--- src/rtl/lsu_pkg.sv ---
// Shared definitions for the memory-stage load/store unit.
package lsu_pkg;

   // Load funct3 encodings
   localparam logic [2:0] F3_LB  = 3'b000;
   localparam logic [2:0] F3_LH  = 3'b001;
   localparam logic [2:0] F3_LW  = 3'b010;
   localparam logic [2:0] F3_LBU = 3'b100;
   localparam logic [2:0] F3_LHU = 3'b101;

   // Store funct3 encodings
   localparam logic [2:0] F3_SB  = 3'b000;
   localparam logic [2:0] F3_SH  = 3'b001;
   localparam logic [2:0] F3_SW  = 3'b010;

   // Access size, taken from funct3[1:0]
   localparam logic [1:0] SZ_BYTE = 2'b00;
   localparam logic [1:0] SZ_HALF = 2'b01;
   localparam logic [1:0] SZ_WORD = 2'b10;

   typedef enum logic [1:0] {
      IDLE = 2'd0,
      BUSY = 2'd1,
      DONE = 2'd2
   } lsu_state_t;

   // Byte enables for an access of the given size at the given byte offset
   function automatic logic [3:0] be_gen(input logic [1:0] size, input logic [1:0] addr_lo);
      logic [3:0] be;
      case (size)
         SZ_BYTE: be = 4'b0001 << addr_lo;
         SZ_HALF: be = 4'b0011 << addr_lo;
         default: be = 4'b1111;
      endcase
      return be;
   endfunction

endpackage

--- src/rtl/load_align.sv ---
// Selects the byte/halfword lane of a read word and sign/zero-extends it.
module load_align
   import lsu_pkg::*;
#(
   parameter int DATA_LENGTH = 32
) (
   input  logic [DATA_LENGTH-1:0] i_rdata,
   input  logic [1:0]             i_addr_lo,
   input  logic [2:0]             i_funct3,
   output logic [DATA_LENGTH-1:0] o_result
);

   logic [7:0]  w_byte;
   logic [15:0] w_half;

   // Lane select by byte offset, then extend according to the load kind
   always_comb begin
      case (i_addr_lo)
         2'd0:    w_byte = i_rdata[7:0];
         2'd1:    w_byte = i_rdata[15:8];
         2'd2:    w_byte = i_rdata[23:16];
         default: w_byte = i_rdata[31:24];
      endcase
      w_half = i_addr_lo[1] ? i_rdata[31:16] : i_rdata[15:0];

      case (i_funct3)
         F3_LB:   o_result = {{(DATA_LENGTH-8){w_byte[7]}}, w_byte};
         F3_LH:   o_result = {{(DATA_LENGTH-16){w_half[15]}}, w_half};
         F3_LBU:  o_result = {{(DATA_LENGTH-8){1'b0}}, w_byte};
         F3_LHU:  o_result = {{(DATA_LENGTH-16){1'b0}}, w_half};
         default: o_result = i_rdata;
      endcase
   end

endmodule

--- src/rtl/mem_stage_lsu.sv ---
// Memory-stage load/store unit: issues one data-memory request per EX/MEM
// entry over a req/ready handshake, stalls the pipeline while it is
// outstanding, and returns aligned load data or a one-cycle fault pulse.
module mem_stage_lsu
   import lsu_pkg::*;
#(
   parameter int DATA_LENGTH    = 32,
   parameter int TIMEOUT_CYCLES = 255,
   parameter int TO_WIDTH       = 8
) (
   input  logic                   clk,
   input  logic                   rst,
   input  logic                   valid_in,
   input  logic [DATA_LENGTH-1:0] alu_res_in,
   input  logic [DATA_LENGTH-1:0] w_data_in,
   input  logic                   mem_write_in,
   input  logic                   mem_read_in,
   input  logic [2:0]             funct3_in,
   output logic                   mem_req,
   output logic                   mem_we,
   output logic [DATA_LENGTH-1:0] mem_addr,
   output logic [3:0]             mem_be,
   output logic [DATA_LENGTH-1:0] mem_wdata,
   input  logic                   mem_ready,
   input  logic [DATA_LENGTH-1:0] mem_rdata,
   output logic                   stall,
   output logic [DATA_LENGTH-1:0] load_data_out,
   output logic                   load_valid,
   output logic                   access_fault
);

   lsu_state_t r_state;
   lsu_state_t w_state_nxt;

   logic [TO_WIDTH-1:0]    r_cnt;
   logic [DATA_LENGTH-1:0] r_mem_addr;
   logic [3:0]             r_mem_be;
   logic [DATA_LENGTH-1:0] r_mem_wdata;
   logic                   r_mem_we;
   logic [2:0]             r_funct3;
   logic [1:0]             r_addr_lo;
   logic                   r_is_load;
   logic                   r_load_ok;
   logic [DATA_LENGTH-1:0] r_load_data;
   logic                   r_fault;

   logic                   w_access;
   logic                   w_illegal;
   logic                   w_misaligned;
   logic                   w_start;
   logic                   w_fault_req;
   logic                   w_timeout;
   logic [1:0]             w_size;
   logic [1:0]             w_addr_lo;
   logic [DATA_LENGTH-1:0] w_store_data;
   logic [DATA_LENGTH-1:0] w_aligned;

   assign w_size    = funct3_in[1:0];
   assign w_addr_lo = alu_res_in[1:0];

   // Decode the EX/MEM entry: legality, alignment and whether to start
   always_comb begin
      w_access  = valid_in & (mem_read_in | mem_write_in);
      w_illegal = 1'b0;
      if (mem_read_in && mem_write_in) begin
         w_illegal = 1'b1;
      end else if (mem_read_in) begin
         case (funct3_in)
            F3_LB, F3_LH, F3_LW, F3_LBU, F3_LHU: w_illegal = 1'b0;
            default:                             w_illegal = 1'b1;
         endcase
      end else begin
         case (funct3_in)
            F3_SB, F3_SH, F3_SW: w_illegal = 1'b0;
            default:             w_illegal = 1'b1;
         endcase
      end
      w_misaligned = ((w_size == SZ_HALF) && w_addr_lo[0]) ||
                     ((w_size == SZ_WORD) && (w_addr_lo != 2'b00));
      w_start      = w_access & ~w_illegal & ~w_misaligned;
      w_fault_req  = w_access & (w_illegal | w_misaligned);
   end

   // Replicate narrow store data across all lanes so the byte enables pick it
   always_comb begin
      case (w_size)
         SZ_BYTE: w_store_data = {4{w_data_in[7:0]}};
         SZ_HALF: w_store_data = {2{w_data_in[15:0]}};
         default: w_store_data = w_data_in;
      endcase
   end

   // Last permitted BUSY cycle passed without a ready
   assign w_timeout = (r_cnt == TO_WIDTH'(TIMEOUT_CYCLES - 1)) & ~mem_ready;

   load_align #(
      .DATA_LENGTH (DATA_LENGTH)
   ) u_load_align (
      .i_rdata   (mem_rdata),
      .i_addr_lo (r_addr_lo),
      .i_funct3  (r_funct3),
      .o_result  (w_aligned)
   );

   // FSM next state plus the combinational request and stall outputs
   always_comb begin
      w_state_nxt = r_state;
      stall       = 1'b0;
      mem_req     = 1'b0;
      case (r_state)
         IDLE: begin
            if (w_start) begin
               stall       = 1'b1;
               w_state_nxt = BUSY;
            end
         end
         BUSY: begin
            mem_req = 1'b1;
            stall   = 1'b1;
            if (mem_ready || w_timeout) begin
               w_state_nxt = DONE;
            end
         end
         // DONE always retires the entry so it is never reissued
         DONE:    w_state_nxt = IDLE;
         default: w_state_nxt = IDLE;
      endcase
   end

   // State register
   always_ff @(posedge clk or negedge rst) begin
      if (!rst) begin
         r_state <= IDLE;
      end else begin
         r_state <= w_state_nxt;
      end
   end

   // Timeout counter: counts BUSY cycles, cleared everywhere else
   always_ff @(posedge clk or negedge rst) begin
      if (!rst) begin
         r_cnt <= '0;
      end else if (r_state == BUSY) begin
         r_cnt <= r_cnt + 1'b1;
      end else begin
         r_cnt <= '0;
      end
   end

   // Latch the request at issue so it stays stable throughout BUSY
   always_ff @(posedge clk or negedge rst) begin
      if (!rst) begin
         r_mem_addr  <= '0;
         r_mem_be    <= '0;
         r_mem_wdata <= '0;
         r_mem_we    <= 1'b0;
         r_funct3    <= '0;
         r_addr_lo   <= '0;
         r_is_load   <= 1'b0;
      end else if ((r_state == IDLE) && w_start) begin
         r_mem_addr  <= {alu_res_in[DATA_LENGTH-1:2], 2'b00};
         r_mem_be    <= be_gen(w_size, w_addr_lo);
         r_mem_wdata <= w_store_data;
         r_mem_we    <= mem_write_in;
         r_funct3    <= funct3_in;
         r_addr_lo   <= w_addr_lo;
         r_is_load   <= mem_read_in;
      end
   end

   // Capture completed loads; load data holds until the next completed load
   always_ff @(posedge clk or negedge rst) begin
      if (!rst) begin
         r_load_data <= '0;
         r_load_ok   <= 1'b0;
      end else if (r_state == BUSY) begin
         r_load_ok <= mem_ready & r_is_load;
         if (mem_ready && r_is_load) begin
            r_load_data <= w_aligned;
         end
      end
   end

   // One-cycle fault pulse for rejected accesses and timeouts
   always_ff @(posedge clk or negedge rst) begin
      if (!rst) begin
         r_fault <= 1'b0;
      end else begin
         r_fault <= ((r_state == IDLE) && w_fault_req) ||
                    ((r_state == BUSY) && w_timeout);
      end
   end

   assign mem_we        = r_mem_we;
   assign mem_addr      = r_mem_addr;
   assign mem_be        = r_mem_be;
   assign mem_wdata     = r_mem_wdata;
   assign load_data_out = r_load_data;
   assign load_valid    = (r_state == DONE) & r_load_ok;
   assign access_fault  = r_fault;

endmodule
--- config.mk ---
export PLATFORM = sky130hd
export DESIGN_NAME = mem_stage_lsu
export DESIGN_NICKNAME = d
export VERILOG_FILES = /design/src/rtl/lsu_pkg.sv /design/src/rtl/load_align.sv /design/src/rtl/mem_stage_lsu.sv
export SDC_FILE = /design/constraint.sdc
export NUM_CORES = 1
export LEC_CHECK = 0
export BUFFER_PORTS_ARGS = -buffer_cell sky130_fd_sc_hd__buf_4
export CORE_MARGIN = 2
export CORE_UTILIZATION = 49
export CTS_CLUSTER_DIAMETER = 30
export DETAILED_ROUTE_END_ITERATION = 8
export PLACE_DENSITY = 0.77
export SYNTH_ARGS = -nofsm -noshare
export SYNTH_HDL_FRONTEND = slang
export SYNTH_SLANG_ARGS = --single-unit
--- constraint.sdc ---
create_clock -name clk -period 2.1 [get_ports clk]
set_input_delay 0.105 -clock clk [delete_from_list [all_inputs] [get_ports clk]]
set_output_delay 0.105 -clock clk [all_outputs]
set_load 0.05 [all_outputs]
==> results of run 1 <==
[cell families (layout without fill, tap and decap cells)]
family | Yosys count | count (layout) | share of synthesized area, %
multiplexers | 106 | 106 | 21.6
XOR/XNOR | 6 | 6 | 0.960
other | 1 | 2 | 0.0685
adder cells (fa/ha/maj) | 2 | 2 | 0.457
flip-flops | 117 | 117 | 53.5
buffers and inverters | 33 | 358 | 4.11
AO/OA/AOI/OAI | 73 | 73 | 8.09
AND/OR/NAND/NOR | 127 | 127 | 11.2
[per-layer routing]
metal  wire length [um]  share of wire (%)
met1               6150                 38
met2               8630                 54
met3               1080                6.7
met4                209                1.3
met5                  0                  0
[registers in the layout, summed over array words and instances (netlist names)]
register	count
mem_addr	30
r_load_ok	1
mem_we	1
mem_be	4
r_funct3	3
r_is_load	1
mem_wdata	32
r_state	2
r_cnt	8
load_data_out	32
access_fault	1
r_addr_lo	2
[worst max-delay path: cells and delay by family (launching register included)]
family	cells	cell delay, ps
compound gates	2	740
flops	1	440
mux	1	540
[layout make-up]
type	count	area, um2
clock buffer	18	418
clock inverter	14	185
fill	656	2150
inverter	4	15.0
multi-input combinational	316	2320
sequential	117	2930
tap	140	175
timing repair buffer	322	2700
[what timing repair did]
item,4_1_cts,5_1_grt
setup buffers,0,0
hold buffers,101,0
hold endpoints to repair,223,0
setup endpoints to repair,0,0
[worst max path at each step]
stage / slack [ps] / startpoint / endpoint / depth (start not counted)
2_1_floorplan: 150 / r_state[0] / stall / 3
3_3_place_gp: 370 / r_addr_lo[1] / load_data_out[12] / 3
3_5_place_dp: 310 / r_addr_lo[1] / load_data_out[11] / 3
4_1_cts: 240 / r_state[0] / stall / 4
5_1_grt: 100 / r_state[0] / stall / 4
6_report: 230 / r_addr_lo[1] / load_data_out[10] / 3
[where the power goes]
group / switching, mW / internal [mW] / total [mW] / leakage [nW]
Combinational: 3.76 / 1.81 / 5.57 / 2.39
Clock: 1.03 / 1.92 / 2.95 / 0.290
Sequential: 0.534 / 3.04 / 3.57 / 1.43
Total: 5.32 / 6.77 / 12.1 / 4.11
[cell usage after synthesis, types with 2 or more instances]
library cell / count / share of area (%)
buf_6: 2 / 0.41
buf_8: 6 / 1.6
xor2_1: 5 / 0.80
inv_2: 2 / 0.14
buf_2: 6 / 0.55
clkbuf_1: 11 / 0.75
ha_1: 2 / 0.46
mux2i_1: 17 / 3.1
nor2_1: 44 / 3.0
o21bai_1: 2 / 0.27
dfrtp_1: 117 / 53
buf_4: 3 / 0.41
nand2_1: 44 / 3.0
nor3b_1: 8 / 1.1
a21oi_1: 29 / 2.7
o21ai_1: 7 / 0.64
nand2b_1: 10 / 1.1
mux2_1: 71 / 15
and4_1: 2 / 0.32
o21ai_0: 18 / 1.6
a211oi_1: 8 / 1.1
or3_1: 7 / 0.80
nand3_1: 4 / 0.37
inv_1: 2 / 0.14
mux2_2: 17 / 3.5
and3_1: 2 / 0.23
[stage by stage]
step           cell area (um2)  hold slack [ps]  setup slack (ps)  cells  util [%]
2_1_floorplan             5480             -191               150    466         -
3_3_place_gp              7130             33.4               370    798      65.5
3_5_place_dp              7130             38.6               306    798      65.5
4_1_cts                   8740             24.7               240    931      80.3
5_1_grt                   8740             50.8               103    931      80.3
6_report                  8740             42.7               229    931      80.3
==> flow_metrics.py, run 1 <==
metrics = {
    "route": {
        "firstDrtPassIters": 5,
        "drcViolationCount": 0,
        "wl_um": 16100,
        "ant_nets": 0,
        "vias": 4865,
        "via_per_inst": 5.23,
        "dr.first_iter.drc_count": 314,
        "wl_per_cell_um": 17.3,
    },
    "grt": {
        "grt_util_met3_pct": 6.64,
        "busiest_layer": "met2",
        "gr-total-overflow": 0,
        "grt_pass1_wl_um": 25500,
        "gr-usage-met1_pct": 32.6,
        "grt_max_degree": 65,
        "antenna_found_initial": 0,
        "met2_usage_pct": 49.8,
        "first_global_vias": 5107,
        "grtUsageTotal_pct": 27.7,
    },
    "yosys": {
        "ys_seq_elements": 117,
        "ys_async_sr_fraction_pct": 100,
        "synthFlopType": "dfrtp_1",
        "synth_edf_count": 0,
        "syn_area_mm2": 0.00547,
        "synth_warnings": 0,
        "synth.distinct_cells": 45,
        "ys_seq_area_share_pct": 53.5,
        "synth.avg_cell_area_um2": 11.8,
        "synth_cells": 465,
    },
    "timing": {
        "fin_crit_ps": 1870,
        "fin_setup_tns_ps": 0,
        "setup_viol_count_final": 0,
        "rsz0062_at_grt": "false",
        "worst_pin_slew_ps": 634,
        "skew_ps": 8.69,
        "fin_crit_sh_pct": 89.1,
        "fmax_mhz": 534,
        "maxSlewHeadroom_pct": 57.6,
        "report.final.hold_viol_count": 0,
        "slew_viol_final": 0,
    },
    "floorplanning": {
        "initial_core_util_pct": 50.3,
        "ioPinCount": 210,
        "die_y_um": 110,
        "die_w_um": 110,
        "die_area_mm2": 0.0120,
        "core_mm2": 0.0109,
        "rows": 38,
    },
    "layout": {
        "nets": 885,
        "syn_to_final_growth_pct": 59.7,
        "layout-drive-gt1-share_pct": 35.1,
        "diodes": 0,
        "mostFrequentLayoutCells": "buf_4 (219), dfrtp_1 (117), dlygate4sd3_1 (101), mux2_1 (71)",
        "final_common_cell": "buf_4",
    },
    "clock_tree": {
        "cts_tree": "done",
        "cts_sinks": 117,
        "htree_levels": 4,
        "cts-root-buf": "clkbuf_8",
        "clkLatencyLatePin_ps": 520,
        "cts.path.max_buffers": 2,
        "path_clk_slew_ps": 60,
        "ctsResizeCount": 0,
        "cts_buffers": 17,
    },
    "critical_path": {
        "timing.rr.end": "load_data_out[10]",
        "crit_fanout": 8,
        "worstRegToRegCells": 3,
        "crit_required_ps": 2450,
        "critPathMaxStageDelay_ps": 560,
        "ff2ff_setup_slack_ps": 230,
        "cp.arrival_ps": 2220,
        "reg2reg_from": "r_addr_lo[1]",
        "path_cells": "mux4_2 > a211oi_2 > a211oi_1",
        "crit_path_end_kind": "flop",
        "cp-start-kind": "flop",
        "crit_slowest_cell": "a211oi_2",
        "critPathKind": "reg2reg",
    },
    "power": {
        "total_power_mw": 12.1,
        "p_leak_nw": 4.11,
        "ir_drop_uv": 901,
        "power_density_mw_per_mm2": 1380,
    },
    "run_status": {
        "outcome": "finished clean",
    },
    "placed_design": {
        "place_hpwl_um": 10100,
        "place_congestion": 0.821,
        "io_buffer_count": 207,
    },
    "worst_hold_path": {
        "holdPathStages": 3,
        "hp-class": "in2reg",
        "min_from": "valid_in",
        "holdPathEnd": "r_state[0]",
    },
    "job": {
        "max_cap_violations": 0,
    },
}
Power figures use the tool's default switching activity.
==> inputs of run 2 (changes only) <==
--- a/config.mk
+++ b/config.mk
@@ -6,11 +6,13 @@
 export NUM_CORES = 1
 export LEC_CHECK = 0
 export BUFFER_PORTS_ARGS = -buffer_cell sky130_fd_sc_hd__buf_4
+export CORE_ASPECT_RATIO = 0.8
 export CORE_MARGIN = 2
-export CORE_UTILIZATION = 49
+export CORE_UTILIZATION = 50
 export CTS_CLUSTER_DIAMETER = 30
 export DETAILED_ROUTE_END_ITERATION = 8
-export PLACE_DENSITY = 0.77
+export PLACE_DENSITY = 0.78
 export SYNTH_ARGS = -nofsm -noshare
 export SYNTH_HDL_FRONTEND = slang
+export SYNTH_HIERARCHICAL = 1
 export SYNTH_SLANG_ARGS = --single-unit
==> run 2 against run 1 <==
  * Clock skew decreased by 1.0 ps
  * Synthesized area grew 3.2%
  * Sequential power is 7.6% lower
  * Design area decreased by 3.2%
  * Final cell count grew 9.0%
  * Global-route usage increased by 1.6 points
  * Core utilization decreased by 2.9 points
  * Critical path depth increased by 2
  * Routed wire length is 8.2% higher
  * Non-clock buffer count is 48 lower
  * Critical endpoint is now load_data_out[14]
==> flow_metrics.py, run 2 <==
metrics = {
    "route": {
        "firstDrtPassIters": 5,
        "via_per_inst": 5.29,
        "vias": 5373,
        "ant_nets": 0,
        "drcViolationCount": 0,
        "wl_per_cell_um": 17.1,
        "wl_um": 17400,
        "dr.first_iter.drc_count": 268,
    },
    "clock_tree": {
        "cts.path.max_buffers": 2,
        "ctsResizeCount": 0,
        "cts-root-buf": "clkbuf_16",
        "path_clk_slew_ps": 50,
        "cts_tree": "done",
        "htree_levels": 4,
        "clkLatencyLatePin_ps": 400,
        "cts_sinks": 117,
        "cts_setup_buffers": 0,
        "cts_buffers": 17,
    },
    "critical_path": {
        "critPathMaxStageDelay_ps": 670,
        "cp-start-kind": "flop",
        "crit_fanout": 7,
        "path_cells": "a211oi_1 > or3_1 > nor3_1 > a221o_1 > mux2_2",
        "ff2ff_setup_slack_ps": 80,
        "crit_path_end_kind": "flop",
        "reg2reg_from": "r_addr_lo[0]",
        "critPathKind": "reg2reg",
        "path_delay_family": "simple AND/OR/NAND/NOR gates",
        "cp.arrival_ps": 2350,
        "crit_required_ps": 2430,
        "path_buf_inv": 0,
        "crit_slowest_cell": "nor3_1",
        "crit_start": "r_addr_lo[0]",
    },
    "yosys": {
        "synth_cells": 604,
        "ys_seq_area_share_pct": 51.8,
        "yosysTopAreaCell": "dfrtp_1",
        "synth_top_area_share_pct": 51.8,
        "synth_edf_count": 0,
        "synth_area_leaders": "dfrtp_1 (52%), nand2_1 (13%), mux2_2 (6.6%)",
        "synth.avg_cell_area_um2": 9.35,
        "yosysMostFrequentCell": "nand2_1",
        "synth.distinct_cells": 43,
        "ys_seq_elements": 117,
        "syn_area_mm2": 0.00565,
        "ys_async_sr_fraction_pct": 100,
        "synthFlopType": "dfrtp_1",
        "synth_warnings": 6,
        "synth_common_cells": "nand2_1 (202), dfrtp_1 (117), o21ai_0 (51), mux2_2 (33), mux2i_1 (25)",
    },
    "timing": {
        "maxSlewHeadroom_pct": 43.2,
        "skew_ps": 7.68,
        "fin_crit_sh_pct": 96.2,
        "worst_pin_slew_ps": 845,
        "fin_setup_tns_ps": 0,
        "setup_viol_count_final": 0,
        "slew_viol_final": 0,
        "fmax_mhz": 495,
        "fin_crit_ps": 2020,
        "report.final.hold_viol_count": 0,
        "rsz0062_at_grt": "true",
    },
    "grt": {
        "grt_pass1_wl_um": 27500,
        "gr-total-overflow": 0,
        "grtUsageTotal_pct": 29.3,
        "grt_max_degree": 65,
        "antenna_found_initial": 0,
        "first_global_vias": 5524,
    },
    "job": {
        "max_cap_violations": 0,
    },
    "layout": {
        "syn_to_final_growth_pct": 49.8,
        "fillers": 693,
        "mostFrequentLayoutCells": "buf_4 (214), nand2_1 (202), dfrtp_1 (117), dlygate4sd3_1 (56), o21ai_0 (51)",
        "diodes": 0,
        "multi_input_area_mm2": 0.00249,
        "seq_area_mm2": 0.00293,
        "layout-drive-gt1-share_pct": 33.3,
        "layout.cells.non_filler": 1015,
        "nets": 965,
        "final_common_cell": "buf_4",
    },
    "floorplanning": {
        "die_area_mm2": 0.0122,
        "ioPinCount": 210,
        "rows": 34,
        "die_y_um": 99.1,
        "initial_core_util_pct": 51.7,
        "core_mm2": 0.0109,
        "die_w_um": 123,
    },
    "placed_design": {
        "place_hpwl_um": 11600,
        "dp.cells": 927,
        "place_congestion": 0.900,
        "io_buffer_count": 207,
    },
    "power": {
        "p_leak_nw": 4.39,
        "power_density_mw_per_mm2": 1310,
        "ir_drop_uv": 889,
    },
    "worst_hold_path": {
        "hp-class": "in2reg",
        "min_from": "w_data_in[14]",
    },
    "run_status": {
        "outcome": "finished clean",
    },
}
run 2: cell count changes after synthesis, moves of 8 or more:
cell,delta
a21oi_1,-19
a221o_1,+8
mux2_1,-71
mux2_2,+16
mux2i_1,+8
nand2_1,+158
nor2_1,-20
nor2b_1,+19
o21ai_0,+33
run 2: area by class of cell:
type | instances | area share [%]
clock inverter | 14 | 1.91
sequential | 117 | 34.6
inverter | 6 | 0.266
tap | 144 | 2.13
timing repair buffer | 274 | 26.6
clock buffer | 18 | 5.07
multi-input combinational | 442 | 29.5
run 2: path summary, 6_finish.rpt:
kind	end	depth (start not counted)
hold reg to reg	mem_wdata[5]	2
setup reg to reg	load_data_out[14]	5
min in group asynchronous	access_fault	3
hold / removal	mem_wdata[14]	3
max in group asynchronous	mem_addr[7]	3
setup / recovery	load_data_out[14]	5
run 2: what timing repair did:
action	CTS	global route
hold buffers	56	0
hold endpoints to repair	174	0
setup endpoints to repair	0	2
run 2: routing by layer:
| metal | global-route usage [%] | vias up | wire, um |
|---|---|---|---|
| met1 | 35.5 | 2593 | 6850 |
| met4 | 11.6 | 0 | 432 |
| met2 | 48.4 | 220 | 8740 |
| met3 | 9.32 | 38 | 1370 |
| met5 | 0 | - | 0 |
| li1 | - | 2522 | - |
run 2: cells by family (layout without fill, tap and decap cells):
kind of cell / count (synthesis) / count (layout) / synth area share [%]
flops: 117 / 117 / 51.8
fa+ha+maj: 2 / 2 / 0.443
compound gates: 92 / 92 / 10.1
mux: 58 / 58 / 11.0
buf+inv: 46 / 312 / 4.08
other cells: 1 / 2 / 0.0664
xor+xnor: 6 / 6 / 0.930
simple gates: 282 / 282 / 21.5
run 2: through the flow:
step | power (mW) | util (%) | setup slack [ps] | area, um2 | hold WS (ps)
6_report | 11.1 | 77.4 | 80.8 | 8460 | 16.4
5_1_grt | 11.6 | 77.4 | -4.08 | 8460 | 29.1
4_1_cts | 11.1 | 77.4 | 150 | 8460 | 0.866
3_5_place_dp | 8.14 | 66.9 | 166 | 7310 | 130
3_3_place_gp | 8.02 | 66.9 | 313 | 7310 | 132
2_1_floorplan | 6.52 | - | 323 | 5650 | -191
run 2: report_power, final:
part	total (mW)	switching (mW)	internal, mW
Clock	2.85	1.00	1.85
Sequential	3.30	0.406	2.89
Combinational	4.96	3.36	1.60
run 2: tightest hold or removal path: cells and delay by family:
family	cells	cell delay [ps]
AO/OA/AOI/OAI	1	130
buffers and inverters	1	90
multiplexers	1	50
==> inputs of run 3 (changes only) <==
--- a/config.mk
+++ b/config.mk
@@ -7,7 +7,6 @@
 export LEC_CHECK = 0
 export BUFFER_PORTS_ARGS = -buffer_cell sky130_fd_sc_hd__buf_4
 export CORE_ASPECT_RATIO = 0.8
-export CORE_MARGIN = 2
 export CORE_UTILIZATION = 50
 export CTS_CLUSTER_DIAMETER = 30
 export DETAILED_ROUTE_END_ITERATION = 8
==> run 3 against run 2 <==
  * Via count fell by 0.54%
  * Count of clock-buffer cells in the layout fell by 1
  * Die area fell by 3.6%
  * Sequential share of layout area rose by 0.16 points
  * Non-clock buffer count fell by 2
  * Clock skew rose by 5.2 ps
  * Global-route usage rose by 1.3 points
  * Combinational power barely moved
  * Clock power barely moved
  * Routed wire length fell by 0.19%
  * Core utilization fell by 0.35 points
  * Largest power group unchanged
  * Highest routed layer unchanged
==> flow_metrics.py, run 3 (same netlist as run 2, synthesis figures left out) <==
metrics = {
    "timing": {
        "layout_setup_ws_ps": 151,
        "fin_setup_tns_ps": 0,
        "report.final.hold_viol_count": 0,
        "fin_crit_ps": 1950,
        "fin_crit_sh_pct": 92.8,
        "skew_ps": 12.9,
        "slew_viol_final": 0,
        "rsz0062_at_grt": "false",
        "fmax_mhz": 513,
        "maxSlewHeadroom_pct": 47.0,
        "setup_viol_count_final": 0,
        "worst_pin_slew_ps": 789,
    },
    "placed_design": {
        "io_buffer_count": 207,
        "pre_cts_ws_ps": 238,
        "place_hpwl_um": 11300,
        "place_congestion": 0.891,
    },
    "worst_hold_path": {
        "min_from": "w_data_in[19]",
        "hp-class": "in2reg",
        "holdPathStages": 3,
        "holdPathEnd": "mem_wdata[19]",
    },
    "clock_tree": {
        "cts_buffers": 17,
        "ctsResizeCount": 0,
        "clkLatencyLatePin_ps": 410,
        "path_clk_slew_ps": 60,
        "htree_levels": 4,
        "cts_setup_buffers": 0,
        "cts_sinks": 117,
        "cts_tree": "done",
        "cts-root-buf": "clkbuf_16",
        "cts.path.max_buffers": 2,
    },
    "layout": {
        "layout-drive-gt1-share_pct": 33.5,
        "mostFrequentLayoutCells": "buf_4 (215), nand2_1 (202), dfrtp_1 (117), dlygate4sd3_1 (54), o21ai_0 (51)",
        "diodes": 0,
        "nets": 963,
        "fillers": 689,
        "final_common_cell": "buf_4",
        "syn_to_final_growth_pct": 49.1,
    },
    "grt": {
        "grt_pass1_wl_um": 27700,
        "first_global_vias": 5544,
        "grt_max_degree": 96,
        "antenna_found_initial": 0,
        "grtUsageTotal_pct": 30.6,
        "gr-total-overflow": 0,
    },
    "critical_path": {
        "ff2ff_setup_slack_ps": 150,
        "crit_required_ps": 2440,
        "critPathKind": "reg2reg",
        "crit_fanout": 7,
        "timing.rr.end": "load_data_out[10]",
        "worstRegToRegCells": 5,
        "cp.arrival_ps": 2290,
        "cp-start-kind": "flop",
        "crit_path_end_kind": "flop",
        "reg2reg_from": "r_addr_lo[0]",
    },
    "route": {
        "wl_met3_um": 1260,
        "top_layer_used": "met4",
        "vias": 5344,
        "dr.first_iter.drc_count": 401,
        "met1_length_um": 7080,
        "firstDrtPassIters": 5,
        "ant_nets": 0,
        "wl_um": 17400,
        "wl_per_cell_um": 17.1,
        "drcViolationCount": 0,
        "via_per_inst": 5.28,
        "wl_met2_um": 8640,
    },
    "power": {
        "pwr-share-seq_pct": 29.8,
        "intPower_mw": 6.24,
        "swShare_pct": 43.7,
        "switching_power_mw": 4.85,
        "comb_power_share_pct": 44.7,
        "p_leak_nw": 4.38,
        "ir_drop_uv": 840,
        "power_density_mw_per_mm2": 1320,
        "power.share.clock_pct": 25.5,
    },
    "floorplanning": {
        "die_y_um": 97.1,
        "initial_core_util_pct": 51.7,
        "rows": 34,
        "die_w_um": 121,
        "die_area_mm2": 0.0117,
        "ioPinCount": 210,
        "core_mm2": 0.0109,
    },
    "run_status": {
        "outcome": "finished clean",
    },
    "job": {
        "max_cap_violations": 0,
    },
}
==> run 3: cell types whose count changed in the layout (fill, tap and decap cells not counted), sizes merged <==
cell	previous run	this run
clkinv	6	9
bufinv	3	2
clkinvlp	5	3
inv	6	7
dlygate4sd3	56	54
clkbuf	18	17
==> run 3: repair_timing <==
action                     4_1_cts  5_1_grt
hold endpoints to repair        86        0
hold buffers                    54        0
setup endpoints to repair        0        0
==> run 3: area by class of cell <==
cell class                      count  area (um2)  share of cell area, %
Sequential cell                   117        2930                   34.8
Inverter                            6        22.5                  0.267
Timing Repair Buffer              272        2210                   26.3
Clock inverter                     15         159                   1.89
Multi-Input combinational cell    442        2490                   29.6
Clock buffer                       17         425                   5.05
Tap cell                          144         180                   2.14
==> run 3: per-layer routing <==
| metal | up-vias | global-route usage, % |
|---|---|---|
| li1 | 2516 | - |
| met1 | 2589 | 37.8 |
| met2 | 209 | 50.4 |
| met3 | 30 | 8.45 |
| met4 | 0 | 12.5 |
| met5 | - | 0 |
==> run 3: power by group through the flow <==
stage / combinational [mW] / sequential, mW / clock, mW
finish: 4.95 / 3.31 / 2.82
global route: 5.20 / 3.38 / 2.96
CTS: 4.93 / 3.29 / 2.86
detailed placement: 4.83 / 3.31 / 0
global placement: 4.73 / 3.28 / 0
floorplan: 1.19 / 5.33 / 0
==> run 3: worst max-delay path, cell delays in order, from the launching register on <==
cell	delay (ps)
dfrtp_1	430
a211oi_1	100
or3_1	350
nor3_1	630
a221o_1	220
mux2_2	160
==> run 3: stage by stage <==
step	instances	power, mW	hold slack [ps]	area (um2)	utilization (%)
final	1013	11.1	14.6	8420	77.0
after global routing	1013	11.5	35.9	8420	77.0
after CTS	1013	11.1	0.820	8420	77.0
after detailed placement	927	8.14	76.3	7300	66.8
after global placement	927	8.01	73.6	7300	66.8
after floorplan	605	6.52	-191	5650	-
==> run 3: worst max-delay path by stage <==
stage,endpoint,cells after the start,start
2_1_floorplan,load_data_out[0],5,r_state[1]
3_3_place_gp,load_data_out[11],5,r_addr_lo[0]
3_5_place_dp,load_data_out[9],5,r_addr_lo[0]
4_1_cts,load_data_out[10],5,r_addr_lo[0]
5_1_grt,load_data_out[9],5,r_addr_lo[0]
6_report,load_data_out[10],5,r_addr_lo[0]
